File: src/rtl/test_result_monitor_timeout_counter.sv
// Cycle counter for the armed phase; flags the last permitted cycle.
module timeout_counter #(
   parameter int unsigned Timeout = 240
) (
   input  logic ph2,
   input  logic reset,
   input  logic clear,
   input  logic enable,
   output logic expired
);

   localparam int unsigned Width = $clog2(Timeout + 1);

   logic [Width-1:0] cnt_d, cnt_q;

   always_comb begin
      cnt_d = cnt_q;
      if (clear) begin
         cnt_d = '0;
      end else if (enable && (cnt_q != Width'(Timeout))) begin
         cnt_d = cnt_q + Width'(1);
      end
   end

   always_ff @(posedge ph2 or posedge reset) begin
      if (reset) begin
         cnt_q <= '0;
      end else begin
         cnt_q <= cnt_d;
      end
   end

   assign expired = (cnt_q == Width'(Timeout - 1));

endmodule

File: config.mk
export PLATFORM = sky130hd
export DESIGN_NAME = timeout_counter
export DESIGN_NICKNAME = d
export VERILOG_FILES = /design/src/rtl/test_result_monitor_timeout_counter.sv
export SDC_FILE = /design/constraint.sdc
export NUM_CORES = 1
export LEC_CHECK = 0
export BUFFER_PORTS_ARGS = -buffer_cell sky130_fd_sc_hd__buf_2
export CAP_MARGIN = 20
export CORE_MARGIN = 2
export CORE_UTILIZATION = 29
export CTS_BUF_LIST = sky130_fd_sc_hd__clkbuf_16
export DETAILED_ROUTE_END_ITERATION = 8
export SLEW_MARGIN = 10
export SYNTH_ARGS = -nofsm -noshare
export SYNTH_HDL_FRONTEND = slang
export SYNTH_SLANG_ARGS = --single-unit
File: constraint.sdc
create_clock -name ph2 -period 1.68 [get_ports ph2]
set_input_delay 0.084 -clock ph2 [delete_from_list [all_inputs] [get_ports ph2]]
set_output_delay 0.084 -clock ph2 [all_outputs]
set_load 0.02 [all_outputs]
* Word-level counts from Yosys, hierarchy flattened
Index checks and enable logic that the tools add are counted.
** Word-level totals
- Register bits after elaboration :: 8
- Bits of input ports :: 4
- Output and inout bits :: 1
- Word-level logic and storage cells :: 8
** Cells by class
- $add $sub $neg :: 1
- Eq/ne operators :: 2
- Mux-type cells :: 2
- Reduce and logical (&&, ||, !) cells :: 2
** Operators with widths (count)
- $mux 8 :: 2
- $add 8x1->8 const B :: 1
- $eq 8x8->1 const B :: 1
- $ne 8x8->1 const B :: 1
- $reduce_bool 2->1 :: 1
- $logic_and 1x1->1 :: 1

* Depth between registers and ports, before layout
Gate-level depths: netlist (run 1).
- Depth after elaboration :: 4
- Gate-level depth with buffers :: 5
- Depth with buffers taken out :: 5

* Least setup slack after synthesis (run 1)
Ideal clock, no wire load.
- Path kind :: reg2reg
- Start :: register cnt_q[0]
- End :: register cnt_q[0]
- Setup time :: 0.125 ns
- Data arrival time :: 1.310 ns
- Required time :: 1.555 ns
- Slack :: 0.245 ns
- Cell stages (with the launch flop) :: 6
- Buffers on the path :: 0
- Period minus slack after synthesis :: 1.435 ns
- Cells stage by stage :: dfrtp_1 -> inv_1 -> ha_1 -> nand2_1 -> o41a_1 -> mux2_4
** Between the ends
- Cells in the longest elaborated chain, start to end :: 3
- Elaborated cells between the ends (all ways) :: 6
- Classes of those cells :: add/sub: 1; eq/ne: 1; mux: 2; reduce/logical: 2
** RTL lines
- start: declaration :: line 14 : logic [Width-1:0] cnt_d, cnt_q;
- start signal: assignment :: line 29 : cnt_q <= cnt_d;
- $add 8x1->8 / $ne 8x8->1 (equally long branches) :: line 21, 20
- $mux 8 / $logic_and 1x1->1 (equally long branches) :: line 20 : end else if (enable && (cnt_q != Width'(Timeout))) begin
- $mux 8 / $reduce_bool 2->1 (equally long branches)
Parallel ways exist; a longest one is shown, timed or not. The select of a mux whose other input is x is not followed.
A chain may end at the register's enable or synchronous reset.

* Final worst setup path (run 1)
Same ends and word-level chain as after synthesis.

==> results of run 1 <==
## worst max-delay path, cell delays in order, from the launching register on
cell	delay [ns]
sky130_fd_sc_hd__dfrtp_1	0.42
sky130_fd_sc_hd__inv_1	0.10
sky130_fd_sc_hd__ha_1	0.14
sky130_fd_sc_hd__nand2_1	0.07
sky130_fd_sc_hd__o41a_1	0.37
sky130_fd_sc_hd__mux2_4	0.31
## power breakdown
part	internal [mW]	switching (mW)
Clock	0.307	0.0959
Sequential	0.198	0.00703
Combinational	0.0157	0.0187
## layer usage
| metal | share of wire | vias up | wire length (µm) |
|---|---|---|---|
| met1 | 0.51 | 179 | 461 |
| met3 | 0.034 | 2 | 31 |
| met5 | 0 | - | 0 |
| li1 | - | 189 | - |
| met2 | 0.44 | 7 | 400 |
| met4 | 0.019 | 0 | 17 |
## kinds of logic after synthesis
group,count (synthesis)
AND/OR/NAND/NOR,22
XOR/XNOR,2
adder cells (fa/ha/maj),2
flip-flops,8
AO/OA/AOI/OAI,9
buffers and inverters,4
multiplexers,2
## Yosys cell counts (2+ instances only)
library cell | number | area share
sky130_fd_sc_hd__dfrtp_1 | 8 | 0.43
sky130_fd_sc_hd__nand2_1 | 5 | 0.041
sky130_fd_sc_hd__nor2_1 | 5 | 0.041
sky130_fd_sc_hd__a21oi_1 | 4 | 0.043
sky130_fd_sc_hd__inv_1 | 3 | 0.024
sky130_fd_sc_hd__ha_1 | 2 | 0.054
sky130_fd_sc_hd__nand2b_1 | 2 | 0.027
sky130_fd_sc_hd__nand3_1 | 2 | 0.022
sky130_fd_sc_hd__nand4_1 | 2 | 0.027
sky130_fd_sc_hd__o21ai_0 | 2 | 0.022
sky130_fd_sc_hd__or3_1 | 2 | 0.027
sky130_fd_sc_hd__xor2_1 | 2 | 0.038
## final timing paths
kind                            startpoint  slack [ns]  endpoint
max in group asynchronous            reset        1.08  cnt_q[1]
min in group asynchronous            reset        0.36  cnt_q[2]
worst min register to register    cnt_q[7]        0.56  cnt_q[7]
worst max register to register    cnt_q[0]        0.16  cnt_q[0]
worst min-delay path                 clear        0.15  cnt_q[5]
worst max-delay path              cnt_q[0]        0.16  cnt_q[0]
## cell type report
cell class                 count  area [µm²]  share of cell area
clock buffer                   3        75.1               0.129
inverter                       3        11.3              0.0194
multi-input combinational     37         245               0.422
sequential                     8         200               0.344
timing repair buffer           5        30.0              0.0516
tap                           16        20.0              0.0344
## metrics by stage
step / setup WS [ns] / hold slack [ns]
after floorplan: 0.245 / -0.100
after CTS: 0.161 / 0.141
after detailed placement: 0.169 / 0.0514
final: 0.163 / 0.146
after global routing: 0.103 / 0.151
after global placement: 0.181 / 0.0541
==> impl_summary.log, run 1 <==
INFO  metric vias_in_the_first_global_route = 368
INFO  metric min_period_over_period = 0.903
INFO  metric iter_0_drt_violations = 12
INFO  metric drive_gt1_frac = 0.161
INFO  metric timing.setup.critical_path_class = reg -> reg
INFO  metric number_of_cells_on_the_worst_hold_path = 2
INFO  metric antennaDiodeCount = 0
INFO  metric cts.hold.buffers_added = 1
INFO  metric finalCoreUtilization = 0.391
INFO  metric endpoint_kind = flop
INFO  metric synth_seq_cells = 8
INFO  metric critPathMaxFanout = 5
INFO  metric worstPathArrival = 1.63 ns
INFO  metric count_of_flip_flops_with_a_built_in_enable_after_synthesis = 0
INFO  metric dr_total_vias = around 380
INFO  metric ff2ff_path_depth = 5
INFO  metric global_route_wire_length_before_repair = ~1.6 mm
INFO  metric clk_latency = approximately 0.23 ns
INFO  metric fin_skew = approximately 0.00048 ns
INFO  metric cts-htree-levels = 1
INFO  metric global_route_usage_sum = 0.115
INFO  metric netlist_instances = 49
INFO  metric ctsRootBufferMaster = sky130_fd_sc_hd__clkbuf_16
INFO  metric routabilityCongestion = 0.730
INFO  metric tritoncts = done
INFO  metric place_inst = slightly below 70
INFO  metric top_register = cnt_q
INFO  metric cts_buffer_depth = 2
INFO  metric timing.final.setup_violations = 0
INFO  metric synth.avg_cell_area = around 9.4 µm²
INFO  metric syn-cell-area = 460 µm²
INFO  metric worst_setup_hold_path_clk_slew = ~0.040 ns
INFO  metric route.detailed.drc = 0
INFO  metric leakagePower = between 0.2 and 0.25 nW
INFO  metric numCtsBuffers = 3
INFO  metric postCtsSetupBuffers = 0
INFO  metric power.total = roughly 0.64 mW
INFO  metric timing.final.crit_period = roughly 1.5 ns
INFO  metric largest_register_ff_count = 8
INFO  metric postRouteAntennaNets = 0
INFO  metric fillCellCount = approximately 130
INFO  metric combinational_family_with_the_most_area_after_synthesis = simple AND/OR/NAND/NOR gates
INFO  metric start_kind = flop
INFO  metric grt_setup_unrepaired = no
INFO  metric timing.max_cap.violations = 0
INFO  metric grt_antenna_before_repair = 0
INFO  metric synth_compound_area_frac = 0.125
INFO  metric outcome = finished clean
INFO  metric grt.met3_usage = 0.0250
INFO  metric placed_cell_area = 497 µm²
INFO  metric detail_route.wl_per_cell = approximately 13 µm
INFO  metric gr-usage-met1 = 0.147
INFO  metric stdcell_area = a little under 600 µm²
INFO  metric worst-slew-pin-transition = approximately 0.33 ns
INFO  metric grt_max_degree = 11
INFO  metric share_of_synthesized_cell_area_in_full_adder_half_adder_and_majority_cells = 0.0543
INFO  metric drtPass1Iterations = 4
INFO  metric io_buffers = 4
INFO  metric non_filler_cells_in_the_finished_layout = around 70
INFO  metric post_drt_via_cell_ratio = ~5.2
INFO  metric timing_max_transition_violations_final = 0
INFO  metric worst_path_required = about 1.8 ns
INFO  metric placementRows = 14
INFO  metric net_count_after_synthesis = between 50 and 60
INFO  metric fp.dieArea = between 1500 and 2000 µm²
INFO  metric cellPowerDensity = 1100 nW/µm²
INFO  metric grt_util_met2 = 0.165
INFO  metric area_growth = 26.4%
INFO  metric post_synth_and_or_nand_nor_area_fraction = 0.261
INFO  metric ys.flop_type = sky130_fd_sc_hd__dfrtp_1
INFO  metric top_level_ports = 5
INFO  metric die_h = around 44 µm
INFO  metric post_synth_xor_area_fraction = 0.0380
INFO  metric clkSinkCount = 8
INFO  metric dp.final_hpwl = just over 600 µm
INFO  metric max_freq = around 660 MHz
INFO  metric vdd.ir_drop.worst = between 0.6 and 0.7 mV
INFO  metric worst_hold_path_type = in -> reg
INFO  metric final_cell_mix = 8 x sky130_fd_sc_hd__dfrtp_1, 5 x sky130_fd_sc_hd__nand2_1, 5 x sky130_fd_sc_hd__nor2_1
INFO  metric floorplan.core_area = 1490 µm²
INFO  metric initial_core_utilization = 0.309
INFO  metric maxSlewHeadroom = 0.781
INFO  metric setup_tns = 0 ns
INFO  metric gr-max-usage-layer = met2
INFO  metric chipWidth = 43.8 µm
INFO  metric reg.largest.list = cnt_q (8)
INFO  metric yosys.cell_types.count = 22
INFO  metric postCtsResizedCells = 0
INFO  metric totalWireLength = 911 µm
INFO  metric yosys-mux-area-fraction = 0.0543
INFO  metric grt_remaining_overflow = 0
INFO  metric synth-async-reset-ratio = 1.00
INFO  metric synth-seq-area-share = 0.435
INFO  metric ys_warn_count = 0
INFO  metric layout_commonest_cell = sky130_fd_sc_hd__dfrtp_1
INFO  metric final_nets = between 60 and 70
INFO  metric hold_viol = 0
Power figures use the tool's default switching activity.
==> inputs of run 2 (changes only) <==
==> constraint.sdc (replaced) <==
create_clock -name ph2 -period 1.68 [get_ports ph2]
set_input_delay 0.336 -clock ph2 [delete_from_list [all_inputs] [get_ports ph2]]
set_output_delay 0.336 -clock ph2 [all_outputs]
set_load 0.02 [all_outputs]
==> run 2 against run 1 <==
  * Die area unchanged
  * Sequential cell count stayed put
  * First-iteration DRC count is the same
  * Final area fell by 1.3%
  * Wire length fell by 0.77%
  * Clock skew about the same
  * Clock power hardly changed
  * Clock-buffer cell count stayed put
  * Combinational power fell by 5%
  * Critical path depth is 1 lower
  * Non-clock buffer count down 1
  * Critical endpoint is now expired
==> impl_summary.log, run 2 (synthesis results as in run 1) <==
INFO  metric timing.final.setup_violations = 0
INFO  metric vias_in_the_first_global_route = 366
INFO  metric grt_util_met2 = 0.165
INFO  metric grt_max_degree = 11
INFO  metric finalCoreUtilization = 0.386
INFO  metric post_drt_via_cell_ratio = between 5 and 6
INFO  metric clk_latency = around 0.23 ns
INFO  metric cts-htree-levels = 1
INFO  metric worst-slew-pin-transition = approximately 0.33 ns
INFO  metric setup_tns = 0 ns
INFO  metric initial_core_utilization = 0.309
INFO  metric worst_path_required = ~1.3 ns
INFO  metric placementRows = 14
INFO  metric max_freq = about 640 MHz
INFO  metric fillCellCount = about 130
INFO  metric worstPathArrival = approximately 1.2 ns
INFO  metric timing.max_cap.violations = 0
INFO  metric global_route_wire_length_before_repair = approximately 1.5 mm
INFO  metric numCtsBuffers = 3
INFO  metric dr_total_vias = 380
INFO  metric gr-usage-met1 = 0.145
INFO  metric maxSlewHeadroom = 0.781
INFO  metric top_register = cnt_q
INFO  metric top_level_ports = 5
INFO  metric start_kind = flop
INFO  metric routabilityCongestion = about 0.73
INFO  metric area_growth = 24.7%
INFO  metric totalWireLength = ~900 µm
INFO  metric drtPass1Iterations = 4
INFO  metric reg2reg_to = cnt_q[0]
INFO  metric detail_route.wl_per_cell = around 13 µm
INFO  metric fin_skew = 0.000545 ns
INFO  metric io_buffers = 4
INFO  metric timing_max_transition_violations_final = 0
INFO  metric gr-max-usage-layer = met2
INFO  metric final_cell_mix = 8 x sky130_fd_sc_hd__dfrtp_1, 5 x sky130_fd_sc_hd__nand2_1, 5 x sky130_fd_sc_hd__nor2_1
INFO  metric chipWidth = roughly 44 µm
INFO  metric leakagePower = around 0.24 nW
INFO  metric timing.setup.critical_path_class = reg -> out
INFO  metric dp.final_hpwl = between 600 and 700 µm
INFO  metric hold_viol = 0
INFO  metric critPathMaxFanout = 5
INFO  metric floorplan.core_area = ~1500 µm²
INFO  metric reg.largest.list = cnt_q (8)
INFO  metric cts.hold.buffers_added = 0
INFO  metric route.detailed.drc = 0
INFO  metric grt.met3_usage = 0.0250
INFO  metric start_of_the_worst_register_to_register_path = cnt_q[0]
INFO  metric cts_buffer_depth = 2
INFO  metric fp.dieArea = ~1900 µm²
INFO  metric endpoint_kind = primary output
INFO  metric global_route_usage_sum = 0.114
INFO  metric cellPowerDensity = 1120 nW/µm²
INFO  metric worst_hold_path_type = in -> async
INFO  metric antennaDiodeCount = 0
INFO  metric clkSinkCount = 8
INFO  metric largest_register_ff_count = 8
INFO  metric drive_gt1_frac = 0.182
INFO  metric die_h = between 40 and 50 µm
INFO  metric tritoncts = done
INFO  metric ctsRootBufferMaster = sky130_fd_sc_hd__clkbuf_16
INFO  metric grt_antenna_before_repair = 0
INFO  metric min_period_over_period = 0.926
INFO  metric rrSetupSlack = approximately 0.16 ns
INFO  metric vdd.ir_drop.worst = between 0.6 and 0.7 mV
INFO  metric power.total = 0.641 mW
INFO  metric ff2ff_path_depth = 5
INFO  metric iter_0_drt_violations = 12
INFO  metric postRouteAntennaNets = 0
INFO  metric grt_setup_unrepaired = no
INFO  metric worst_setup_hold_path_clk_slew = 0.04 ns
INFO  metric final_nets = 63
INFO  metric layout_commonest_cell = sky130_fd_sc_hd__dfrtp_1
INFO  metric grt_remaining_overflow = 0
INFO  metric outcome = finished clean
INFO  metric timing.final.crit_period = approximately 1.6 ns
[run 2: cell count changes in the layout (fill, tap and decap cells not counted)]
cell | before | now
sky130_fd_sc_hd__dlygate4sd3_1 | 1 | 0
sky130_fd_sc_hd__ha_2 | 0 | 1
sky130_fd_sc_hd__ha_1 | 2 | 1
[run 2: final cells by class]
| class | count | area [µm²] | share of cell area |
|---|---|---|---|
| clock buffers | 3 | 75.1 | 0.131 |
| well taps | 16 | 20.0 | 0.0349 |
| repair buffers | 4 | 20.0 | 0.0349 |
| multi-input cells | 37 | 248 | 0.431 |
| flip-flops and latches | 8 | 200 | 0.349 |
| inverters | 3 | 11.3 | 0.0196 |
[run 2: worst max path at each step]
stage	from	end
2_1_floorplan	cnt_q[0]	cnt_q[0]
3_3_place_gp	cnt_q[0]	cnt_q[0]
3_5_place_dp	cnt_q[0]	cnt_q[0]
4_1_cts	cnt_q[1]	expired
5_1_grt	cnt_q[1]	expired
6_report	cnt_q[1]	expired
[run 2: through the flow]
step | setup slack, ns | instance area, µm² | cells | hold slack, ns
after floorplan | 0.245 | 460 | 49 | 0.152
after global placement | 0.181 | 497 | 68 | 0.306
after detailed placement | 0.169 | 497 | 68 | 0.303
after CTS | 0.111 | 572 | 71 | 0.0585
after global routing | 0.00804 | 574 | 71 | 0.0872
final | 0.124 | 574 | 71 | 0.0495
[run 2: worst max-delay path: stages (launching register included)]
cell and delay (ns):
sky130_fd_sc_hd__dfrtp_1 0.42, sky130_fd_sc_hd__ha_2 0.24, sky130_fd_sc_hd__nand4b_1 0.09, sky130_fd_sc_hd__nor2_1 0.08, sky130_fd_sc_hd__buf_2 0.16
[run 2: power by group]
group,internal (mW),total (mW),switching (mW)
sequential,0.198,0.205,0.00704
combinational,0.0143,0.0326,0.0183
clock,0.307,0.403,0.0957
total,0.520,0.641,0.121
[run 2: per-layer routing]
metal / up-vias / wire [µm]
li1: 187 / -
met1: 180 / 435
met5: - / 0
met3: 2 / 42
met2: 11 / 409
met4: 0 / 17
[run 2: what timing repair did]
action / CTS / global route
setup endpoints to repair: 0 / 1
gates resized for setup: 0 / 1
buffers inserted: 0 / 0
==> inputs of run 3 (changes only) <==
Settings changed: CTS_CLUSTER_DIAMETER set to 100, PLACE_DENSITY set to 0.47.
==> run 3 against run 2 <==
  * Via count down 5.0%
  * Global-route usage down 0.84 points
  * Clock power shrank 3%
  * Sequential share of layout area rose by 0.15 points
  * Largest cell class unchanged
==> impl_summary.log, run 3 (synthesis results as in run 1) <==
INFO  metric cts.hold.buffers_added = 0
INFO  metric grt_antenna_before_repair = 0
INFO  metric critPathMaxStageDelay = 0.40 ns
INFO  metric worstPathArrival = between 1 and 1.5 ns
INFO  metric top_register = cnt_q
INFO  metric ctsRootBufferMaster = sky130_fd_sc_hd__clkbuf_16
INFO  metric place_inst = between 60 and 70
INFO  metric die_h = approximately 44 µm
INFO  metric placementRows = 14
INFO  metric min_period_over_period = 0.925
INFO  metric endpoint_kind = primary output
INFO  metric detail_route.wl_per_cell = roughly 12 µm
INFO  metric worst-slew-pin-transition = a little over 0.3 ns
INFO  metric fin_skew = 0.00192 ns
INFO  metric area_growth = 24.2%
INFO  metric tritoncts = done
INFO  metric numCtsBuffers = 3
INFO  metric start_kind = flop
INFO  metric global_route_wire_length_before_repair = roughly 1.5 mm
INFO  metric multi_input_area = 245 µm²
INFO  metric initial_core_utilization = 0.309
INFO  metric timing_max_transition_violations_final = 0
INFO  metric route.detailed.drc = 0
INFO  metric global_route_usage_sum = 0.106
INFO  metric maxSlewHeadroom = 0.796
INFO  metric placed_cell_area = roughly 500 µm²
INFO  metric timing.setup.critical_path_class = reg -> out
INFO  metric fillCellCount = ~150
INFO  metric cellPowerDensity = 1100 nW/µm²
INFO  metric final_nets = 63
INFO  metric reg.largest.list = cnt_q (8)
INFO  metric final_cell_mix = 8 x sky130_fd_sc_hd__dfrtp_1, 5 x sky130_fd_sc_hd__nand2_1, 5 x sky130_fd_sc_hd__nor2_1
INFO  metric worst_hold_path_type = in -> async
INFO  metric regArea = ~200 µm²
INFO  metric critical-path-slowest-cell = sky130_fd_sc_hd__dfrtp_1
INFO  metric max_freq = around 640 MHz
INFO  metric hold_slack = between 0.04 and 0.05 ns
INFO  metric hold_viol = 0
INFO  metric top_level_ports = 5
INFO  metric outcome = finished clean
INFO  metric non_filler_cells_in_the_finished_layout = 71
INFO  metric grt_setup_unrepaired = no
INFO  metric grt_remaining_overflow = 0
INFO  metric cts_buffer_depth = 2
INFO  metric timing.max_cap.violations = 0
INFO  metric crit_path_cell_trace = ha_1 -> nand4b_1 -> nor2_1 -> buf_2
INFO  metric layout_commonest_cell = sky130_fd_sc_hd__dfrtp_1
INFO  metric stdcell_area = about 570 µm²
INFO  metric postCtsResizedCells = 0
INFO  metric floorplan.core_area = 1490 µm²
INFO  metric drtPass1Iterations = 4
INFO  metric chipWidth = 43.8 µm
INFO  metric grt_max_degree = 11
INFO  metric vdd.ir_drop.worst = 0.574 mV
INFO  metric worst_setup_hold_path_clk_slew = around 0.040 ns
INFO  metric postRouteAntennaNets = 0
INFO  metric setup_tns = 0 ns
INFO  metric critPathMaxFanout = 5
INFO  metric iter_0_drt_violations = 8
INFO  metric routabilityCongestion = approximately 0.67
INFO  metric leakagePower = roughly 0.24 nW
INFO  metric clkSinkCount = 8
INFO  metric totalWireLength = about 850 µm
INFO  metric io_buffers = 4
INFO  metric timing.final.crit_period = roughly 1.6 ns
INFO  metric vias_in_the_first_global_route = between 300 and 400
INFO  metric postCtsSetupBuffers = 0
INFO  metric drive_gt1_frac = 0.164
INFO  metric post_drt_via_cell_ratio = 5.08
INFO  metric power.total = about 0.63 mW
INFO  metric antennaDiodeCount = 0
INFO  metric dr_total_vias = 361
INFO  metric fp.dieArea = around 1900 µm²
INFO  metric worst_path_required = around 1.3 ns
INFO  metric cts-htree-levels = 1
INFO  metric clk_latency = approximately 0.23 ns
INFO  metric largest_register_ff_count = 8
INFO  metric timing.final.setup_violations = 0
## run 3: cell counts in the layout (fill, tap and decap cells not counted)
Identical to the previous run, type by type.
## run 3: cell type report
| class | count | share of cell area |
|---|---|---|
| well taps | 16 | 0.0350 |
| repair buffers | 4 | 0.0350 |
| multi-input cells | 37 | 0.429 |
| inverters | 3 | 0.0197 |
| flip-flops and latches | 8 | 0.350 |
| clock buffers | 3 | 0.131 |
## run 3: power by group
group	internal (mW)	switching, mW
clock network	0.306	0.0858
registers	0.198	0.00625
logic	0.0142	0.0180
## run 3: worst max-delay path, delay by kind of cell (launching register included)
| kind | cells | cell delay [ns] |
|---|---|---|
| fa+ha+maj | 1 | 0.24 |
| buf+inv | 1 | 0.16 |
| flops | 1 | 0.40 |
| simple gates | 2 | 0.20 |
## run 3: per-layer routing
metal	vias up	GRT usage	share of wire	wire length (µm)
met4	0	0.0364	0	0
met2	3	0.191	0.51	434
met1	170	0.127	0.48	403
met5	-	0	0	0
li1	188	-	-	-
met3	0	0.0125	0.013	11
## run 3: stage by stage
step / setup slack (ns) / utilization
3_3_place_gp: 0.187 / 0.334
5_1_grt: 0.0380 / 0.384
3_5_place_dp: 0.187 / 0.334
6_report: 0.126 / 0.384
2_1_floorplan: 0.245 / -
4_1_cts: 0.113 / 0.384
## run 3: final timing paths
check / cells after the start / endpoint / slack [ns] / start
hold reg to reg: 2 / cnt_q[7] / 0.55 / cnt_q[7]
min in group ph2: 2 / cnt_q[5] / 0.40 / clear
max in group asynchronous: 2 / cnt_q[2] / 1.41 / reset
setup reg to reg: 5 / cnt_q[0] / 0.18 / cnt_q[0]
hold / removal: 2 / cnt_q[4] / 0.04 / reset
setup / recovery: 4 / expired / 0.13 / cnt_q[1]
